[src/rtl/qnigma_add_seq.sv]
// qnigma_add_seq: streaming multi-limb adder, one limb per accepted beat.
// Limbs arrive least-significant first; the carry is chained between limbs
// through a 1-bit register and the result limb is registered behind a
// valid/ready output stage.
//
// Optional feature: define QNIGMA_ADD_SEQ_SUB_EN to add the s_sub port.
// A word opened with s_sub=1 computes A-B as A + ~B + 1, and m_c then
// reports the borrow (1 when A < B).
//
// Handshake: a beat transfers on a port when its valid and ready are both
// high at a rising clk edge. Once m_val is high, the m_* payload is held
// stable until m_rdy is seen. s_rdy is combinational (!m_val || m_rdy), so
// a consume and a new accept can happen in the same cycle with no bubble.
//
// dbg_state exposes the word FSM (0 = FIRST, 1 = BODY).
module qnigma_add_seq #(
    parameter int W = 32,
    parameter int N = 8
) (
    input  logic                           clk,
    input  logic                           rst,
    input  logic                           s_val,
    output logic                           s_rdy,
    input  logic [W-1:0]                   s_a,
    input  logic [W-1:0]                   s_b,
    input  logic                           s_last,
`ifdef QNIGMA_ADD_SEQ_SUB_EN
    input  logic                           s_sub,
`endif
    output logic                           m_val,
    input  logic                           m_rdy,
    output logic [W-1:0]                   m_q,
    output logic [((N > 1) ? $clog2(N) : 1)-1:0] m_idx,
    output logic                           m_last,
    output logic                           m_c,
    output logic                           dbg_state
);

    localparam int IW = (N > 1) ? $clog2(N) : 1;

    typedef enum logic {
        ST_FIRST = 1'b0,
        ST_BODY  = 1'b1
    } state_t;

    state_t        state_q;
    state_t        state_d;
    logic [IW-1:0] cnt_q;
    logic          carry_q;

    logic          acc;
    logic          fin;
    logic          sub_eff;
    logic          ci;
    logic [W-1:0]  b_eff;
    logic [W:0]    sum;

`ifdef QNIGMA_ADD_SEQ_SUB_EN
    logic          sub_q;
`endif

    assign s_rdy     = !m_val || m_rdy;
    assign dbg_state = state_q;

    // Limb datapath and next-state decode: operand conditioning, carry-in
    // selection, sum, and forced termination when the word reaches N limbs.
    always_comb begin
        acc     = s_val && s_rdy;
        fin     = s_last || (cnt_q == IW'(N - 1));
        sub_eff = 1'b0;
        b_eff   = s_b;
`ifdef QNIGMA_ADD_SEQ_SUB_EN
        sub_eff = (state_q == ST_FIRST) ? s_sub : sub_q;
        b_eff   = sub_eff ? ~s_b : s_b;
`endif
        // The first limb of a word takes the carry-init (1 for subtract),
        // later limbs take the carry stored from the previous limb.
        ci      = (state_q == ST_FIRST) ? sub_eff : carry_q;
        sum     = {1'b0, s_a} + {1'b0, b_eff} + {{W{1'b0}}, ci};
        state_d = state_q;
        if (acc) begin
            state_d = fin ? ST_FIRST : ST_BODY;
        end
    end

    // FSM state register.
    always_ff @(posedge clk) begin
        if (rst) begin
            state_q <= ST_FIRST;
        end else begin
            state_q <= state_d;
        end
    end

    // Carry chain and limb counter; both return to zero after a final limb.
    always_ff @(posedge clk) begin
        if (rst) begin
            carry_q <= 1'b0;
            cnt_q   <= '0;
        end else if (acc) begin
            carry_q <= fin ? 1'b0 : sum[W];
            cnt_q   <= fin ? '0 : cnt_q + IW'(1);
        end
    end

`ifdef QNIGMA_ADD_SEQ_SUB_EN
    // Subtract select is captured on the opening limb and held for the word.
    always_ff @(posedge clk) begin
        if (rst) begin
            sub_q <= 1'b0;
        end else if (acc && (state_q == ST_FIRST)) begin
            sub_q <= s_sub;
        end
    end
`endif

    // Output register: load on accept, drop valid on a consume with no
    // accept, otherwise hold the payload.
    always_ff @(posedge clk) begin
        if (rst) begin
            m_val  <= 1'b0;
            m_q    <= '0;
            m_idx  <= '0;
            m_last <= 1'b0;
            m_c    <= 1'b0;
        end else if (acc) begin
            m_val  <= 1'b1;
            m_q    <= sum[W-1:0];
            m_idx  <= cnt_q;
            m_last <= fin;
            // Carry for add, inverted carry (borrow) for subtract.
            m_c    <= fin ? (sum[W] ^ sub_eff) : 1'b0;
        end else if (m_rdy) begin
            m_val  <= 1'b0;
        end
    end

endmodule

[config.mk]
export PLATFORM = sky130hd
export DESIGN_NAME = qnigma_add_seq
export DESIGN_NICKNAME = d
export VERILOG_FILES = /design/src/rtl/qnigma_add_seq.sv
export SDC_FILE = /design/constraint.sdc
export NUM_CORES = 1
export LEC_CHECK = 0
export CAP_MARGIN = 30
export CORE_MARGIN = 3
export CORE_UTILIZATION = 52
export DETAILED_ROUTE_END_ITERATION = 8
export GPL_TIMING_DRIVEN = 0
export PLACE_DENSITY = 0.88
export SETUP_SLACK_MARGIN = 0.1
export SLEW_MARGIN = 10
export SYNTH_ARGS = -nofsm -noshare
export SYNTH_HDL_FRONTEND = slang
export SYNTH_SLANG_ARGS = --single-unit
export TNS_END_PERCENT = 100
[constraint.sdc]
create_clock -name clk -period 8.4 [get_ports clk]
set_clock_uncertainty 0.05 [all_clocks]
set_input_delay 1.68 -clock clk [delete_from_list [all_inputs] [get_ports clk]]
set_output_delay 1.68 -clock clk [all_outputs]
set_load 0.03 [all_outputs]
==> results of run 1 <==
[routing by layer]
metal | share of wire (%) | routed length, um | vias up
met5 | 0 | 0 | -
met4 | 2.6 | 261 | 0
met3 | 6.0 | 611 | 31
met2 | 50 | 5050 | 153
met1 | 42 | 4200 | 1784
li1 | - | - | 1835
[registers in the layout, indices dropped and copies added (netlist names)]
name / cells
m_q: 32
m_idx: 3
dbg_state: 1
m_val: 1
m_last: 1
cnt_q: 3
carry_q: 1
m_c: 1
[cell type report]
class / count / area, sq um / area share [%]
repair buffers: 108 / 1080 / 22.5
flip-flops and latches: 43 / 861 / 17.9
multi-input cells: 364 / 2410 / 50.1
clock inverters: 1 / 7.51 / 0.156
well taps: 77 / 96.3 / 2.00
inverters: 14 / 52.6 / 1.09
plain buffers: 27 / 203 / 4.22
clock buffers: 7 / 96.3 / 2.00
[worst max-delay path: cells and delay by family]
family | cells | cell delay, ns
simple gates | 1 | 0.17
buf+inv | 2 | 1.14
[synth_stat cells, types with 3 or more instances]
cell	count	share of area, %
nand2b_1	8	1.4
a31oi_1	6	1.1
o211a_1	3	0.85
nand2_1	60	6.4
nand3_1	16	2.3
nand4_1	6	1.1
nor3_1	5	0.71
a21o_1	13	2.8
clkbuf_8	3	1.2
inv_1	14	1.5
a211oi_1	4	0.85
and2_1	3	0.53
buf_2	3	0.43
ha_1	33	12
o21ai_1	4	0.57
buf_4	4	0.85
o2111ai_1	3	0.75
o211ai_1	4	0.85
o21a_1	6	1.3
buf_6	7	2.2
nor2_1	29	3.1
xnor2_1	13	3.2
or3_1	7	1.2
o21bai_1	5	1.1
xor2_1	8	2.0
clkbuf_1	10	1.1
nor2b_1	4	0.71
a21oi_1	59	8.4
o21ai_0	23	3.3
dfxtp_1	43	24
and3_1	4	0.71
[path summary, 6_finish.rpt]
| check | from | endpoint | cells past startpoint |
|---|---|---|---|
| max | m_rdy | s_rdy | 3 |
| min | m_q[20] | m_q[20] | 2 |
| max reg2reg | dbg_state | carry_q | 11 |
| min reg2reg | m_q[20] | m_q[20] | 2 |
[power groups by stage]
| stage | clock network, uW | registers (uW) | logic (uW) |
|---|---|---|---|
| 2_1_floorplan | 0 | 268 | 162 |
| 3_3_place_gp | 0 | 236 | 292 |
| 3_5_place_dp | 0 | 237 | 301 |
| 4_1_cts | 149 | 232 | 302 |
| 5_1_grt | 159 | 235 | 331 |
| 6_report | 148 | 233 | 304 |
[cells by family after synthesis]
| logic type | share of synthesized area (%) |
|---|---|
| XOR/XNOR | 5.21 |
| multiplexers | 0.284 |
| adder cells (fa/ha/maj) | 12.8 |
| AND/OR/NAND/NOR | 21.5 |
| flip-flops | 24.4 |
| buffers and inverters | 7.24 |
| AO/OA/AOI/OAI | 28.5 |
[metrics by stage]
stage / std cells / util, % / cell area [sq um]
floorplan: 448 / - / 3530
global placement: 633 / 72.8 / 4700
detailed placement: 633 / 72.8 / 4700
CTS: 641 / 74.4 / 4810
global route: 641 / 74.4 / 4810
finish: 641 / 74.4 / 4810
[cells in the final DEF, fill, tap and decap left out, types with 2 or more instances in the layout]
cell               n
clkdlybuf4s50_1  108
nand2_1           60
a21oi_1           59
dfxtp_1           43
ha_1              33
nor2_1            29
o21ai_0           23
nand3_1           16
inv_1             14
a21o_1            13
xnor2_1           13
clkbuf_1          10
clkbuf_8          10
nand2b_1           8
xor2_1             8
buf_6              7
or3_1              7
a31oi_1            6
o21a_1             6
nand4_1            6
nor3_1             5
o21bai_1           5
o211ai_1           4
nor2b_1            4
and3_1             4
a211oi_1           4
buf_4              4
o21ai_1            4
and2_1             3
o2111ai_1          3
buf_2              3
o211a_1            3
a21o_2             2
nor3b_1            2
a21oi_2            2
o22ai_1            2
a22o_1             2
fa_1               2
==> results.yml, run 1 <==
run_status:
  run_status: "finished clean"
die:
  ios: 109
  die-area_sq_mm: 0.00781
  core_area_sq_mm: 0.00646
  fp.dieW_um: 88.4
  die_h_um: 88.4
  placementRows: 29
  initial_utilization_pct: 54.6
sta:
  worst_slew_pin_slew_ns: 0.560
  hold_viol: 0
  finalSetupTns_ns: 0
  maxClockFrequency_mhz: 212
  final-max-slew-violation-count: 0
  rsz0062_at_grt: "false"
  slew_headroom_pct: 62.7
  period_share_pct: 56.2
  whs_ns: 0.406
  finalWorstSetupSlack_ns: 3.68
  min_period_ns: 4.72
  setup_viol: 0
clock_network:
  cts-resized-gates: 0
  cts.sinks: 43
  clk-insertion-delay-late_ns: 0.31
  postCtsSetupRepairBufs: 0
  cts_tree: "yes"
  cts_hold_buf: 0
  clockBufferDepth: 2
  cts_buffers: 5
  root_buffer: "clkbuf_8"
  clk_pin_slew_ns: 0.08
  htreeDepth: 2
power_and_ir_drop:
  p_sw_share_pct: 36.2
  p_int_uw: 437
  p_clk_share_pct: 21.7
  pwr-share-seq_pct: 33.9
  powerDensity_mw_per_mm2: 142
  switchingPower_uw: 248
  leakagePower_uw: 0.00195
  comb_power_share_pct: 44.4
  power_uw: 685
  irDropWorstVdd_mv: 0.0726
final_layout:
  finalNetCount: 667
  antennaDiodeCount: 0
  layout-drive-gt1-share_pct: 7.98
  filler_cell_count: 507
  syn_to_final_growth_pct: 36.3
synthesis:
  async_reset_ff_share_pct: 0
  yosys_register_bits: 43
  synth_nets: 552
  synth_edf_count: 0
  synth_flop_cell: "dfxtp_1"
  ys_seq_area_share_pct: 24.4
  syn_avg_cell_area_sq_um: 7.87
  synth_cell_type_count: 63
  synth_cells: 448
  yosys_warnings: 0
  syn-cell-area_sq_mm: 0.00353
grt:
  gr-usage-met3_pct: 3.82
  use_met2_pct: 47.9
  grt_pass1_wl_um: 16500
  gr-total-overflow: 0
  grt_max_degree: 14
  grtUsageMet1_pct: 31.4
  antenna_found_initial: 0
  first_global_vias: 3661
  grt_usage_pct: 26.5
  busiest_layer: "met2"
routing:
  drt-total-wl_um: 10100
  drt_iter0_drc: 210
  avgViaCountPerCell: 5.93
  ant_nets: 0
  route.detailed.drc: 0
  vias: 3803
  dr.pass1.iters: 4
  wl_per_cell_um: 15.8
placed_design:
  port-buffer-count: 108
  place_congestion: 0.910
  post-dp-hpwl_um: 8190
  post-place-ws_ns: 3.49
worst_setup_path:
  path_cells: "clkdlybuf4s50_1 > nand2b_1 > clkdlybuf4s50_1"
  endpoint_kind: "output port"
  cp_max_fo: 4
  critPathMaxStageDelay_ns: 0.69
  slowest_stage: "clkdlybuf4s50_1"
  critPathLaunchType: "input pin"
  cp.required_ns: 6.67
  crit_arrival_ns: 2.99
  crit_type: "input pin to output port"
  path_common_cell: "clkdlybuf4s50_1"
  r2r_slack_ns: 5.16
job:
  cap_violations: 0
min_path:
  hold_class: "register to register"
(Power assumes the default switching activity.)
==> run 2, diff against run 1 <==
--- a/config.mk
+++ b/config.mk
@@ -7,10 +7,10 @@
 export LEC_CHECK = 0
 export CAP_MARGIN = 30
 export CORE_MARGIN = 3
-export CORE_UTILIZATION = 52
+export CORE_UTILIZATION = 43
 export DETAILED_ROUTE_END_ITERATION = 8
 export GPL_TIMING_DRIVEN = 0
-export PLACE_DENSITY = 0.88
+export PLACE_DENSITY = 0.78
 export SETUP_SLACK_MARGIN = 0.1
 export SLEW_MARGIN = 10
 export SYNTH_ARGS = -nofsm -noshare
==> constraint.sdc (replaced) <==
create_clock -name clk -period 4 [get_ports clk]
set_clock_uncertainty 0.05 [all_clocks]
set_input_delay 0.8 -clock clk [delete_from_list [all_inputs] [get_ports clk]]
set_output_delay 0.8 -clock clk [all_outputs]
set_load 0.03 [all_outputs]
==> run 2 against run 1 <==
Net effect: clock power up 130%; sequential share of layout area shrank 0.18 points; power up 110%; via count down 3.3%; sequential cell count unchanged; wire length decreased by 3.7%; count of clock-buffer cells in the layout shrank 2; non-clock buffer count unchanged; critical path type is now input pin to register; largest power group unchanged.
==> results.yml, run 2 (synthesis gave the netlist of run 1 again) <==
run_status:
  run_status: "finished clean"
sta:
  setup_viol: 0
  period_share_pct: 91.7
  worst_slew_pin_slew_ns: 0.594
  whs_ns: 0.405
  final-max-slew-violation-count: 0
  maxClockFrequency_mhz: 273
  min_period_ns: 3.67
  slew_headroom_pct: 60.4
  rsz0062_at_grt: "false"
  hold_viol: 0
final_layout:
  syn_to_final_growth_pct: 37.7
  mostFrequentLayoutCell: "clkdlybuf4s50_1"
  final_util_pct: 61.9
  final_cells: 666
  layout-drive-gt1-share_pct: 8.16
  largest_register_ffs: 32
  filler_cell_count: 717
  antennaDiodeCount: 0
  most-common-layout-cells: "108 x clkdlybuf4s50_1, 60 x nand2_1, 59 x a21oi_1"
  largestRegisters: "m_q x32, cnt_q x3, m_idx x3"
  max_flop_register: "m_q"
  finalNetCount: 667
power_and_ir_drop:
  irDropWorstVdd_mv: 0.186
  power_uw: 1470
  powerDensity_mw_per_mm2: 302
  leakagePower_uw: 0.00196
routing:
  ant_nets: 0
  avgViaCountPerCell: 5.52
  drt-total-wl_um: 9750
  vias: 3676
  route.detailed.drc: 0
  wl_per_cell_um: 14.6
  dr.pass1.iters: 5
  drt_iter0_drc: 155
clock_network:
  cts_buffers: 5
  root_buffer: "clkbuf_8"
  clk_pin_slew_ns: 0.09
  clk-insertion-delay-late_ns: 0.30
  cts_hold_buf: 0
  cts.sinks: 43
  cts_tree: "yes"
  htreeDepth: 2
  clockBufferDepth: 2
die:
  die-area_sq_mm: 0.00933
  ios: 109
  core_area_sq_mm: 0.00785
  fp.dieW_um: 96.6
  placementRows: 32
  die_h_um: 96.6
  initial_utilization_pct: 44.9
worst_setup_path:
  endpoint_kind: "register"
  cp_max_fo: 5
  cp.required_ns: 4.17
  r2r_cells: 11
  r2r_start: "dbg_state"
  critPathMaxStageDelay_ns: 0.46
  cp-startpoint: "s_a[0]"
  critPathLaunchType: "input pin"
  crit_type: "input pin to register"
  slowest_stage: "clkdlybuf4s50_1"
  cp_num_buf_inv: 2
  crit_family: "compound AO/OA/AOI/OAI gates"
  crit_cells: 12
  path_cells: "clkdlybuf4s50_1 > inv_1 > fa_1 > fa_1 > nor2b_1 > o2111ai_1 > a21bo_2 > o2111ai_2 > a31oi_1 > nor2b_1 > o211ai_1 > o32ai_2"
  crit_arrival_ns: 3.84
placed_design:
  post-dp-hpwl_um: 7920
  place_inst: 658
  place_congestion: 0.928
  port-buffer-count: 108
grt:
  grt_usage_pct: 20.3
  grt_max_degree: 16
  gr-total-overflow: 0
  grt_pass1_wl_um: 15200
  antenna_found_initial: 0
  first_global_vias: 3334
min_path:
  hold_class: "register to register"
  min_path_cells: 2
  min-delay-start: "m_q[17]"
job:
  cap_violations: 0
run 2: final cells by class:
cell class	count	area (sq um)	share of cell area [%]
clock buffers	5	68.8	1.42
plain buffers	27	203	4.17
clock inverters	3	47.5	0.979
multi-input cells	364	2420	49.8
repair buffers	108	1080	22.3
flip-flops and latches	43	861	17.7
well taps	102	128	2.63
inverters	14	52.6	1.08
run 2: per-layer routing:
| metal | vias up | GRT usage (%) | routed length (um) |
|---|---|---|---|
| met3 | 15 | 2.63 | 553 |
| met4 | 0 | 4.79 | 135 |
| met1 | 1696 | 27.4 | 4430 |
| met5 | - | 0 | 0 |
| met2 | 122 | 34.5 | 4630 |
| li1 | 1843 | - | - |
run 2: stage by stage:
stage | TNS [ns] | instance area [sq um] | worst slack [ns]
3_5_place_dp | -0.00303 | 4740 | -0.00303
3_3_place_gp | 0 | 4740 | 0.0461
4_1_cts | 0 | 4850 | 0.308
2_1_floorplan | 0 | 3530 | 0.902
5_1_grt | 0 | 4860 | 0.119
6_report | 0 | 4860 | 0.334
run 2: worst reg2reg max path: cells and delay by family (launching register included):
kind                       cells  cell delay (ns)
AOI/OAI and AO/OA              6             1.35
adders and majority gates      2             0.78
and+or+nand+nor                3             0.43
DFF                            1             0.37
run 2: where the power goes:
| part | switching [uW] | internal [uW] |
|---|---|---|
| clock network | 156 | 189 |
| logic | 339 | 296 |
| registers | 23.3 | 465 |
run 2: worst paths after layout:
path         endpoint  slack (ns)
min           m_q[17]        0.41
max           carry_q        0.33
min reg2reg   m_q[17]        0.41
max reg2reg   carry_q        0.95
run 2: timing repair:
action,4_1_cts,5_1_grt
endpoints found under the setup margin,0,1
buffers inserted,0,0
gates resized for setup,0,1
hold endpoints to repair,0,0
